[src/rtl/scrambler_66b_param.sv]
// Self-synchronising 64b/66b scrambler/descrambler (1 + x^39 + x^58) with a
// single-register valid/ready output stage, bypass, seed load and header check.
module scrambler_66b_param #(
    parameter int          PAYLOAD_W = 64,
    parameter bit          MODE      = 1'b0,
    parameter logic [57:0] SEED      = 58'h3
) (
    input  logic                 clk_i,
    input  logic                 rst_i,
    input  logic [PAYLOAD_W+1:0] data_i,
    input  logic                 data_vld_i,
    output logic                 data_rdy_o,
    output logic [PAYLOAD_W+1:0] data_o,
    output logic                 data_vld_o,
    input  logic                 data_rdy_i,
    input  logic                 bypass_i,
    input  logic                 seed_load_i,
    input  logic [57:0]          seed_i,
    input  logic                 hdr_chk_i,
    output logic [15:0]          hdr_err_cnt_o,
    input  logic                 hdr_err_clr_i
);

    localparam int XW = PAYLOAD_W + 58;

    logic [57:0]          h_q;
    logic [57:0]          h_next;
    logic [XW-1:0]        x_ext;
    logic [PAYLOAD_W-1:0] pay_in;
    logic [PAYLOAD_W-1:0] pay_scr;
    logic [PAYLOAD_W-1:0] pay_out;
    logic [PAYLOAD_W+1:0] data_q;
    logic                 vld_q;
    logic                 accept;

    assign pay_in     = data_i[PAYLOAD_W+1:2];
    assign data_rdy_o = ~vld_q | data_rdy_i;
    assign accept     = data_vld_i & data_rdy_o;
    assign data_o     = data_q;
    assign data_vld_o = vld_q;

    // x_ext[m] is line bit x(m-58): the low 58 entries are the history with
    // the oldest bit at index 0, the upper entries are this beat's line bits.
    // NOTE: blocking assignments are required here; each bit of the chain
    // reads line bits produced earlier in the same loop.
    always_comb begin
        x_ext   = '0;
        pay_scr = '0;
        h_next  = '0;
        for (int m = 0; m < 58; m++) begin
            x_ext[m] = h_q[57-m];
        end
        for (int i = 0; i < PAYLOAD_W; i++) begin
            pay_scr[i]    = pay_in[i] ^ x_ext[i+19] ^ x_ext[i];
            x_ext[i+58]   = MODE ? pay_in[i] : pay_scr[i];
        end
        for (int j = 0; j < 58; j++) begin
            h_next[j] = x_ext[57+PAYLOAD_W-j];
        end
    end

    assign pay_out = bypass_i ? pay_in : pay_scr;

    // Output register: holds while stalled, drops valid once consumed.
    always_ff @(posedge clk_i) begin
        if (rst_i) begin
            data_q <= '0;
            vld_q  <= 1'b0;
        end else if (accept) begin
            data_q <= {pay_out, data_i[1:0]};
            vld_q  <= 1'b1;
        end else if (data_rdy_i) begin
            vld_q  <= 1'b0;
        end
    end

    // Seed load takes precedence over the beat's own history update.
    always_ff @(posedge clk_i) begin
        if (rst_i) begin
            h_q <= SEED;
        end else if (seed_load_i) begin
            h_q <= seed_i;
        end else if (accept && !bypass_i) begin
            h_q <= h_next;
        end
    end

    if (MODE) begin : g_hdr_chk
        logic [15:0] cnt_q;
        logic        bad_hdr;

        assign bad_hdr = accept & hdr_chk_i & (data_i[1] == data_i[0]);

        always_ff @(posedge clk_i) begin
            if (rst_i || hdr_err_clr_i) begin
                cnt_q <= '0;
            end else if (bad_hdr && cnt_q != 16'hFFFF) begin
                cnt_q <= cnt_q + 16'd1;
            end
        end

        assign hdr_err_cnt_o = cnt_q;
    end else begin : g_no_hdr_chk
        logic unused_hdr;
        assign unused_hdr    = hdr_chk_i ^ hdr_err_clr_i;
        assign hdr_err_cnt_o = '0;
    end

endmodule

[config.mk]
export PLATFORM = sky130hd
export DESIGN_NAME = scrambler_66b_param
export DESIGN_NICKNAME = d
export VERILOG_FILES = /design/src/rtl/scrambler_66b_param.sv
export SDC_FILE = /design/constraint.sdc
export NUM_CORES = 1
export LEC_CHECK = 0
export ABC_AREA = 1
export CAP_MARGIN = 0
export CORE_MARGIN = 3
export CORE_UTILIZATION = 43
export CTS_CLUSTER_SIZE = 8
export DETAILED_ROUTE_END_ITERATION = 6
export HOLD_SLACK_MARGIN = 0.08
export PLACE_DENSITY_LB_ADDON = 0.08
export SYNTH_ARGS = -nofsm -noshare
export SYNTH_HDL_FRONTEND = slang
export SYNTH_SLANG_ARGS = --single-unit
export TNS_END_PERCENT = 20
[constraint.sdc]
create_clock -name clk_i -period 1.3 [get_ports clk_i]
set_input_delay 0.195 -clock clk_i [delete_from_list [all_inputs] [get_ports clk_i]]
set_output_delay 0.195 -clock clk_i [all_outputs]
set_load 0.05 [all_outputs]
After elaboration in Yosys (flattened, before gate mapping)
Index checks and enable logic that the tools add are counted.
- input port bits: 132
- output and inout bits: 84
- word-level logic and storage cells: 143
- flip-flop bits (word level): 125
- bitwise operators: 131
- mux-type cells: 5
- reductions and logical operators: 4
- operators with widths (operator ; number):
    bitwise XOR 1 bit ; 128
    two-way mux 58 bit ; 2
    two-way mux 64 bit ; 1
    nonzero test 2 bit ; 2
    two-way mux 1 bit ; 2
    AND 1 bit ; 1
    logical AND 1 bit ; 1
    zero test 1 bit ; 1
    NOT 1 bit ; 1
    bitwise OR 1 bit ; 1

Logic depth before layout (Yosys ltp)
Gate-level depths: netlist of the first run.
- word-level depth: 6
- mapped depth: 10
- mapped depth without buffers: 9

Worst setup path after synthesis of the first run
OpenSTA, ideal clock, no wires.
- path type: reg2reg
- start point: register vld_q (netlist: data_vld_o)
- end point: register h_q[14]
- buffers on the path: 1
- path slack: -263 ps
- stages on the path, launching flop included: 8
- clock period less this slack: 1563 ps
- data required time: 1232 ps
- library setup time: 68 ps
- data arrival time: 1495 ps
- path through: dfxtp_1 > a21oi_4 > nand2_2 > nand2_2 > clkbuf_1 > o21ai_0 > inv_1 > a21oi_2
- longest elaborated chain between the ends: 5
- RTL lines (what ; RTL line ; text):
    start: declaration ; 33 ; logic vld_q;
    start signal: assignment ; 68 ; vld_q <= 1'b0;
    start signal: assignment ; 71 ; vld_q <= 1'b1;
    start signal: assignment ; 73 ; vld_q <= 1'b0;
    NOT 1 bit ; 37 ; assign data_rdy_o = ~vld_q | data_rdy_i;
    bitwise OR 1 bit ; 37 ;
    AND 1 bit ; 38 ; assign accept = data_vld_i & data_rdy_o;
    logical AND 1 bit ; 83 ; end else if (accept && !bypass_i) begin
    nonzero test 2 bit (no line) ; n/a ;
    end signal: assignment ; 82 ; h_q <= seed_i;
    end signal: assignment ; 84 ; h_q <= h_next;
    end: declaration ; 26 ; logic [57:0] h_q;
Every way passes these cells.
A chain may end at the register's enable or synchronous reset.

Final worst setup path of the first run
- start point: register vld_q (netlist: data_vld_o)
- end point: register h_q[54]
Same word-level chain as after synthesis.

==> results of run 1 <==
[worst min path at each step]
stage,from,end,slack (ns),depth (start not counted)
after detailed placement,h_q[39]$_SDFFE_PP0P_,h_q[39]$_SDFFE_PP0P_,0.49,2
after CTS,rst_i,h_q[15]$_SDFFE_PP0P_,0.24,3
final,data_i[2],data_o[2]$_SDFFE_PP0P_,0.21,3
after global routing,data_i[2],data_o[2]$_SDFFE_PP0P_,0.24,3
after floorplan,data_i[0],data_o[0]$_SDFFE_PP0P_,0.33,2
after global placement,h_q[43]$_SDFFE_PP0P_,h_q[43]$_SDFFE_PP0P_,0.47,2
[power breakdown]
part           switching, mW  internal [mW]
Clock                   1.80           2.76
Combinational           2.40           1.97
Sequential             0.338           4.15
[worst max-delay path: cells and delay by family (launching register included)]
family          cells  cell delay [ns]
compound gates      2             0.32
buf+inv             2             0.34
simple gates        3             0.28
flops               1             0.35
[cells in the mapped netlist]
library cell,instances
a21oi_2,2
conb_1,1
a22oi_1,2
xor2_1,14
or2_2,20
nand2_2,2
buf_2,17
a21oi_1,153
o21ai_1,6
a31oi_1,19
nor2_4,1
nor2_1,5
buf_1,7
xnor2_1,46
o211ai_1,5
buf_4,17
nand3_2,2
inv_2,2
a21oi_4,1
inv_1,108
o21ai_0,80
clkbuf_1,30
dfxtp_1,125
nand3_1,105
nand2_1,316
buf_6,4
[routing by layer]
| metal | part of all wire [%] | wire length (um) |
|---|---|---|
| met1 | 41 | 11600 |
| met2 | 46 | 12900 |
| met3 | 8.5 | 2390 |
| met4 | 4.0 | 1110 |
| met5 | 0 | 0 |
[cells by family after synthesis]
| group | count (synthesis) |
|---|---|
| simple gates | 451 |
| compound gates | 268 |
| buf+inv | 185 |
| flops | 125 |
| xor+xnor | 60 |
| other cells | 1 |
[sequential cells by signal, indices dropped and copies added (netlist names)]
| signal | count |
|---|---|
| data_o | 66 |
| data_vld_o | 1 |
| h_q | 58 |
[area by class of cell]
type / instances / area (sq um) / area share, %
well taps: 216 / 270 / 2.39
flip-flops and latches: 125 / 2540 / 22.5
clock buffers: 19 / 464 / 4.11
clock inverters: 13 / 96.3 / 0.853
multi-input cells: 795 / 4080 / 36.1
repair buffers: 273 / 3430 / 30.4
inverters: 110 / 415 / 3.68
[what timing repair did]
action | CTS | global route
resized for setup | 19 | 64
pin swaps | 2 | 8
cloned | 0 | 3
setup buffers | 0 | 3
setup endpoints to repair | 38 | 117
==> qor.yml, run 1 <==
run_status: "finished, violations left"
violations: "setup timing"
r2r-start: "data_vld_o$_SDFFE_PP0P_"
hold_class: "input port to flop"
cp-end-kind: "flop"
grtUsageMet2_pct: 47.2
dp_slack_ns: -0.476
gp_congestion: 0.907
vias_per_cell: 5.40
hold_viol: 0
drc_errors: 0
dieWidth_um: 135
fillers: 1309
p_per_area_nw_per_um2: 1190
layout-drive-gt1-share_pct: 20.6
synth-seq-cells: 125
holdBufCountCts: 0
tns_ns: -2.17
stdcell_count: 1551
worstPathMaxFanout: 26
rsz0062_at_grt: "true"
crit_path_end: "h_q[54]$_SDFFE_PP0P_"
r2r_end: "h_q[54]$_SDFFE_PP0P_"
grt_max_degree: 51
worstSkewPairLatency_ns: 0.42
setup-violations-final: 62
synthMuxAreaShare_pct: 0
period_needed_ns: 1.39
cts.root.buffer_cell: "clkbuf_16"
antenna_left: 0
vias: 8371
seq_area_frac_synth_pct: 35.0
synth_simple_gate_area_share_pct: 26.6
finalInstanceArea_sq_um: 11300
use_met1_pct: 39.4
grt_pass1_vias: 7741
dieArea_sq_um: 18200
nNetsFinal: 1454
ff2ff_path_depth: 7
placed_area_sq_um: 10400
port_buffers: 197
clock_sinks: 125
use_met3_pct: 6.26
synth_top_family_by_area: "simple AND/OR/NAND/NOR gates"
final_common_cell: "nand2_1"
crit_slowest_cell: "dfxtp_4"
synth.avg_cell_area_sq_um: 6.55
fp-row-count: 46
synth_area_leaders: "dfxtp_1 35%, nand2_1 17%, a21oi_1 11%, nand3_1 7.4%, inv_1 5.7%"
grt_antenna_before_repair: 0
syn_inst: 1090
path_class: "flop to flop"
start_kind: "flop"
grt_use_total_pct: 29.5
io_pins: 216
peakVddDrop_v: 0.000998
dpl.hpwl_um: 19600
finish.utilization_pct: 70.3
ys_types: 26
period_share_pct: 107
cap_violations: 0
slowest_delay_ns: 0.35
diodes: 0
totalPowerFinal_mw: 13.4
max_freq_ghz: 0.719
cts_tree: "yes"
synth_top_area_share_pct: 35.0
slew_viol_final: 0
netlist_area_sq_um: 7140
final_cell_mix: "300 x nand2_1, 142 x a21oi_1, 125 x clkdlybuf4s50_1, 105 x dfxtp_1, 102 x inv_1"
top_usage_layer: "met2"
core_area_sq_um: 16100
placed_cells: 1513
grt_pass1_wl_um: 41700
r2r_slack_ns: -0.09
synth_compound_area_share_pct: 19.6
clk_pin_slew_ns: 0.06
worstPathArrival_ns: 1.72
grt_overflow: 0
leakage_nw: 4.95
start_util_pct: 44.5
wl_um: 28000
setup_slack_ns: -0.0917
required_ns: 1.63
first_pass_iters: 7
die_h_um: 135
wl_per_cell_um: 18.0
cp_cell_sequence: "a21oi_4 -> nand2_4 -> nor2_4 -> buf_12 -> buf_6 -> nand2_2 -> a31oi_1"
synth-adder-area-share_pct: 0
yosys_warnings: 0
synthXorXnorAreaFrac_pct: 7.36
clk_path_buf_depth: 2
htreeDepth: 4
finClkSkew_ns: 0.00522
first_iter_violations: 677
area_growth_pct: 58.1
setup.worst_path.start: "data_vld_o$_SDFFE_PP0P_"
yosysTopAreaCell: "dfxtp_1"
numCtsBuffers: 17
fin_hold_ws_ns: 0.212
Note: power is estimated with default switching activity, not from simulation.
==> run 2: changes to the inputs <==
CAP_MARGIN = unset   (was 0)
CORE_UTILIZATION = 44   (was 43)
CTS_BUF_LIST = sky130_fd_sc_hd__clkbuf_4   (was unset)
==> qor.yml, run 2 (synthesis results as in run 1) <==
gp_congestion: 0.903
antenna_left: 0
clk_path_buf_depth: 2
hp-start: "seed_load_i"
seqPwrFrac_pct: 37.8
vias_per_cell: 5.37
setup_slack_ns: -0.228
netSwitchingFraction_pct: 36.3
final_cell_mix: "304 x nand2_1, 126 x clkdlybuf4s50_1, 109 x a21oi_1, 104 x inv_1, 93 x nand3_1"
worst_pin_slew_ns: 0.569
first_pass_iters: 7
placed_cells: 1511
crit_slowest_cell: "dfxtp_4"
grt_use_total_pct: 29.7
peakVddDrop_v: 0.000581
area_growth_pct: 58.5
slew_viol_final: 0
p_per_area_nw_per_um2: 1050
cap_violations: 0
grt_overflow: 0
first_iter_violations: 891
fin_hold_ws_ns: 0.176
crit_top_cell: "nand2_4"
dieArea_sq_um: 17800
start_kind: "flop"
numCtsBuffers: 17
hold_class: "input port to flop"
worstSkewPairLatency_ns: 0.59
grt_antenna_before_repair: 2
vias: 8366
start_util_pct: 46.0
port_buffers: 197
cts_tree: "yes"
cp-end-kind: "flop"
dp_slack_ns: -0.490
slowest_delay_ns: 0.37
worstPathMaxFanout: 8
slew_headroom_pct: 62.1
nNetsFinal: 1464
run_status: "finished, violations left"
layout-drive-gt1-share_pct: 26.6
rsz0062_at_grt: "true"
leakage_nw: 4.94
finClkSkew_ns: 0.0214
period_needed_ns: 1.53
r2r-start: "data_vld_o$_SDFFE_PP0P_"
setup-violations-final: 131
grt_pass1_wl_um: 41700
wl_um: 27900
p_int_mw: 7.58
final_common_cell: "nand2_1"
drc_errors: 0
worstPathArrival_ns: 2.07
htreeDepth: 4
stdcell_count: 1557
clk_pin_slew_ns: 0.12
path_class: "flop to flop"
fp-row-count: 45
dpl.hpwl_um: 19400
setup.worst_path.start: "data_vld_o$_SDFFE_PP0P_"
io_pins: 216
largest_reg_flops: 66
tns_ns: -20.60
hold_viol: 0
p_clk_share_pct: 24.4
die_h_um: 133
grt_pass1_vias: 7797
clock_sinks: 125
max_freq_ghz: 0.655
required_ns: 1.84
grt_max_degree: 65
p_comb_share_pct: 37.8
wl_per_cell_um: 17.9
violations: "setup timing"
totalPowerFinal_mw: 11.9
core_area_sq_um: 15500
p_sw_mw: 4.31
dieWidth_um: 133
cts.root.buffer_cell: "clkbuf_4"
cp_cell_sequence: "buf_6 -> a21oi_4 -> nand2_4 -> nor2_4 -> buf_12 -> clkbuf_16 -> nand2_4 -> nand3_2 -> nand2_1 -> inv_1"
period_share_pct: 118
==> run 2: cell count changes in the layout (fill, tap and decap cells not counted), sizes merged <==
cell / before / now
bufinv: 1 / 3
clkinv: 11 / 6
diode: 0 / 2
clkdlybuf4s50: 125 / 126
buf: 144 / 152
dlygate4sd3: 0 / 1
dlymetal6s2s: 1 / 0
clkbuf: 22 / 25
==> run 2: cell type report <==
type                       instances  area [sq um]
fill                            1252          4220
multi-input combinational        795          4210
timing repair buffer             283          3540
sequential                       125          2610
inverter                         110           415
tap                              211           264
clock buffer                      21           158
clock inverter                    10           124
antenna                            2          5.00
==> run 2: layer usage <==
metal  global-route usage [%]  up-vias  routed length [um]
li1                         -     4002                   -
met1                     39.4     3855               11600
met2                     47.2      435               12800
met3                     6.23       74                2400
met4                     12.1        0                1120
met5                        0        -                   0
==> run 2: timing repair <==
item,in CTS,in global routing
resized for setup,86,78
hold buffers,1,0
endpoints found under the setup margin,151,182
setup buffers,3,4
gates cloned,1,4
endpoints found under the hold margin,4,0
pin swaps,4,10
==> run 2: worst paths after layout <==
path,endpoint,slack (ns),cells after the start
worst max-delay path,h_q[28]$_SDFFE_PP0P_,-0.23,10
worst min-delay path,h_q[57]$_SDFFE_PP0P_,0.18,4
worst max register to register,h_q[28]$_SDFFE_PP0P_,-0.23,10
worst min register to register,h_q[43]$_SDFFE_PP0P_,0.50,2
==> run 2: through the flow <==
| step | cell area (sq um) | utilization, % |
|---|---|---|
| finish | 11300 | 72.8 |
| global route | 11300 | 72.8 |
| CTS | 10900 | 70.2 |
| detailed placement | 10400 | 66.9 |
| global placement | 10400 | 66.9 |
| floorplan | 7210 | - |
==> run 2: power groups by stage <==
stage	sequential [mW]	clock, mW	combinational [mW]
3_5_place_dp	4.54	0	4.18
2_1_floorplan	5.02	0	1.66
5_1_grt	4.53	3.05	4.79
6_report	4.50	2.90	4.49
4_1_cts	4.50	2.93	4.27
3_3_place_gp	4.54	0	4.15
==> run 2: critical path: cells and delay by family, from the launching register on <==
| family | cells | cell delay [ns] |
|---|---|---|
| flops | 1 | 0.37 |
| compound gates | 1 | 0.16 |
| simple gates | 5 | 0.46 |
| buf+inv | 4 | 0.49 |
==> run 3: changes to the inputs <==
CORE_UTILIZATION = 36   (was 44)
==> qor.yml, run 3 (synthesis results as in run 1) <==
numCtsBuffers: 17
vias_per_cell: 5.11
nNetsFinal: 1477
wl_met3_um: 2240
gp_congestion: 0.933
largest_reg_flops: 66
period_share_pct: 110
finClkSkew_ns: 0.0196
wl_um: 29400
tns_ns: -5.87
dieWidth_um: 147
violations: "setup timing"
finish.utilization_pct: 61.0
path_class: "flop to flop"
r2r_end: "h_q[27]$_SDFFE_PP0P_"
leakage_nw: 5.05
seqPwrFrac_pct: 37.4
topRoutingLayerUsed: "met4"
peakVddDrop_v: 0.000579
start_kind: "flop"
dpl.hpwl_um: 21100
netSwitchingFraction_pct: 36.8
period_needed_ns: 1.43
cts_tree: "yes"
clk_path_buf_depth: 2
rsz0062_at_grt: "true"
r2r-start: "data_vld_o$_SDFFE_PP0P_"
setup_slack_ns: -0.133
antenna_left: 0
first_pass_iters: 5
run_status: "finished, violations left"
p_int_mw: 7.63
die_h_um: 147
cap_violations: 0
first_iter_violations: 529
crit_path_end: "h_q[27]$_SDFFE_PP0P_"
drc_errors: 0
p_sw_mw: 4.43
worstSkewPairLatency_ns: 0.54
p_comb_share_pct: 38.3
setup.worst_path.start: "data_vld_o$_SDFFE_PP0P_"
cp-end-kind: "flop"
start_util_pct: 37.4
vias: 8281
fillers: 1728
required_ns: 1.80
slew_headroom_pct: 64.1
holdBufCountCts: 0
grt_antenna_before_repair: 1
htreeDepth: 4
core_area_sq_um: 19100
grt_pass1_wl_um: 44600
grt_overflow: 0
max_freq_ghz: 0.698
final_common_cell: "nand2_1"
worstPathArrival_ns: 1.93
hold_viol: 0
area_growth_pct: 62.9
r2r_slack_ns: -0.13
grt_use_total_pct: 26.4
io_pins: 216
wl_met2_um: 13800
p_per_area_nw_per_um2: 1040
dieArea_sq_um: 21600
grt_max_degree: 47
slew_viol_final: 0
clk_pin_slew_ns: 0.12
clock_sinks: 125
layout-drive-gt1-share_pct: 28.2
p_clk_share_pct: 24.3
wl_per_cell_um: 18.1
grt_pass1_vias: 7865
m1WireLength_um: 12500
setup-violations-final: 96
ff2ff_path_depth: 10
cts.root.buffer_cell: "clkbuf_4"
hold_class: "input port to flop"
final_cell_mix: "292 x nand2_1, 135 x a21oi_1, 126 x clkdlybuf4s50_1, 105 x inv_1, 91 x nand3_1"
worst_pin_slew_ns: 0.539
worstPathMaxFanout: 6
fp-row-count: 50
port_buffers: 197
[run 3: cell count changes in the layout (fill, tap and decap cells not counted), moves of 4 or more]
cell	previous run	this run
a21oi_2	46	20
a21oi_1	109	135
nand2_1	304	292
dfxtp_2	62	75
buf_8	2	6
o21ai_1	6	11
o21ai_2	0	9
buf_6	2	13
nand2_2	5	22
nand2_4	9	3
dfxtp_1	56	43
o21ai_0	80	66
[run 3: repair_timing]
item / CTS / global route
endpoints found under the setup margin: 120 / 158
pin swaps: 12 / 9
hold endpoints to repair: 0 / 0
gates cloned: 9 / 0
buffers inserted: 9 / 3
gates resized for setup: 148 / 68
[run 3: layout make-up]
cell class / count / area (sq um) / share of cell area, %
well taps: 260 / 325 / 2.80
clock inverters: 14 / 151 / 1.30
flip-flops and latches: 125 / 2620 / 22.5
multi-input cells: 795 / 4200 / 36.1
repair buffers: 296 / 3770 / 32.4
diodes: 1 / 2.50 / 0.0215
inverters: 110 / 423 / 3.64
clock buffers: 18 / 135 / 1.16
[run 3: critical path, stage by stage (launching register included)]
cell and delay [ns]:
dfxtp_4 0.37, a21oi_4 0.14, nand2_2 0.10, nor2_4 0.17
buf_8 0.17, buf_8 0.14, buf_12 0.10, nand2_4 0.05
nand3_2 0.06, nand2_1 0.04, inv_1 0.05
[run 3: worst min-delay path by stage]
stage	start	end	slack, ns	cells past startpoint
2_1_floorplan	data_i[0]	data_o[0]$_SDFFE_PP0P_	0.33	2
3_3_place_gp	h_q[44]$_SDFFE_PP0P_	h_q[44]$_SDFFE_PP0P_	0.48	2
3_5_place_dp	h_q[44]$_SDFFE_PP0P_	h_q[44]$_SDFFE_PP0P_	0.48	2
4_1_cts	rst_i	h_q[15]$_SDFFE_PP0P_	0.1	3
5_1_grt	rst_i	h_q[15]$_SDFFE_PP0P_	0.12	3
6_report	rst_i	h_q[21]$_SDFFE_PP0P_	0.14	3
[run 3: layer usage]
layer	global-route usage (%)	vias up
met5	0	-
met2	43.2	344
met4	7.90	0
met1	35.0	3853
met3	5.52	50
li1	-	4034
[run 3: through the flow]
| step | hold slack, ns | instance area [sq um] | setup slack [ns] | power [mW] | cells |
|---|---|---|---|---|---|
| 2_1_floorplan | 0.330 | 7210 | 0.00185 | 6.68 | 1105 |
| 6_report | 0.137 | 11600 | -0.133 | 12.1 | 1619 |
| 5_1_grt | 0.118 | 11600 | -0.192 | 12.6 | 1619 |
| 3_3_place_gp | 0.477 | 10500 | -0.470 | 8.76 | 1567 |
| 3_5_place_dp | 0.480 | 10500 | -0.527 | 8.77 | 1567 |
| 4_1_cts | 0.0981 | 11400 | -0.147 | 12.0 | 1616 |
[run 3: power by group through the flow]
stage               clock network, mW  registers, mW  logic [mW]
global placement                    0           4.55        4.21
detailed placement                  0           4.55        4.22
floorplan                           0           5.02        1.66
finish                           2.93           4.51        4.62
CTS                              2.97           4.50        4.49
global route                     3.14           4.54        4.93
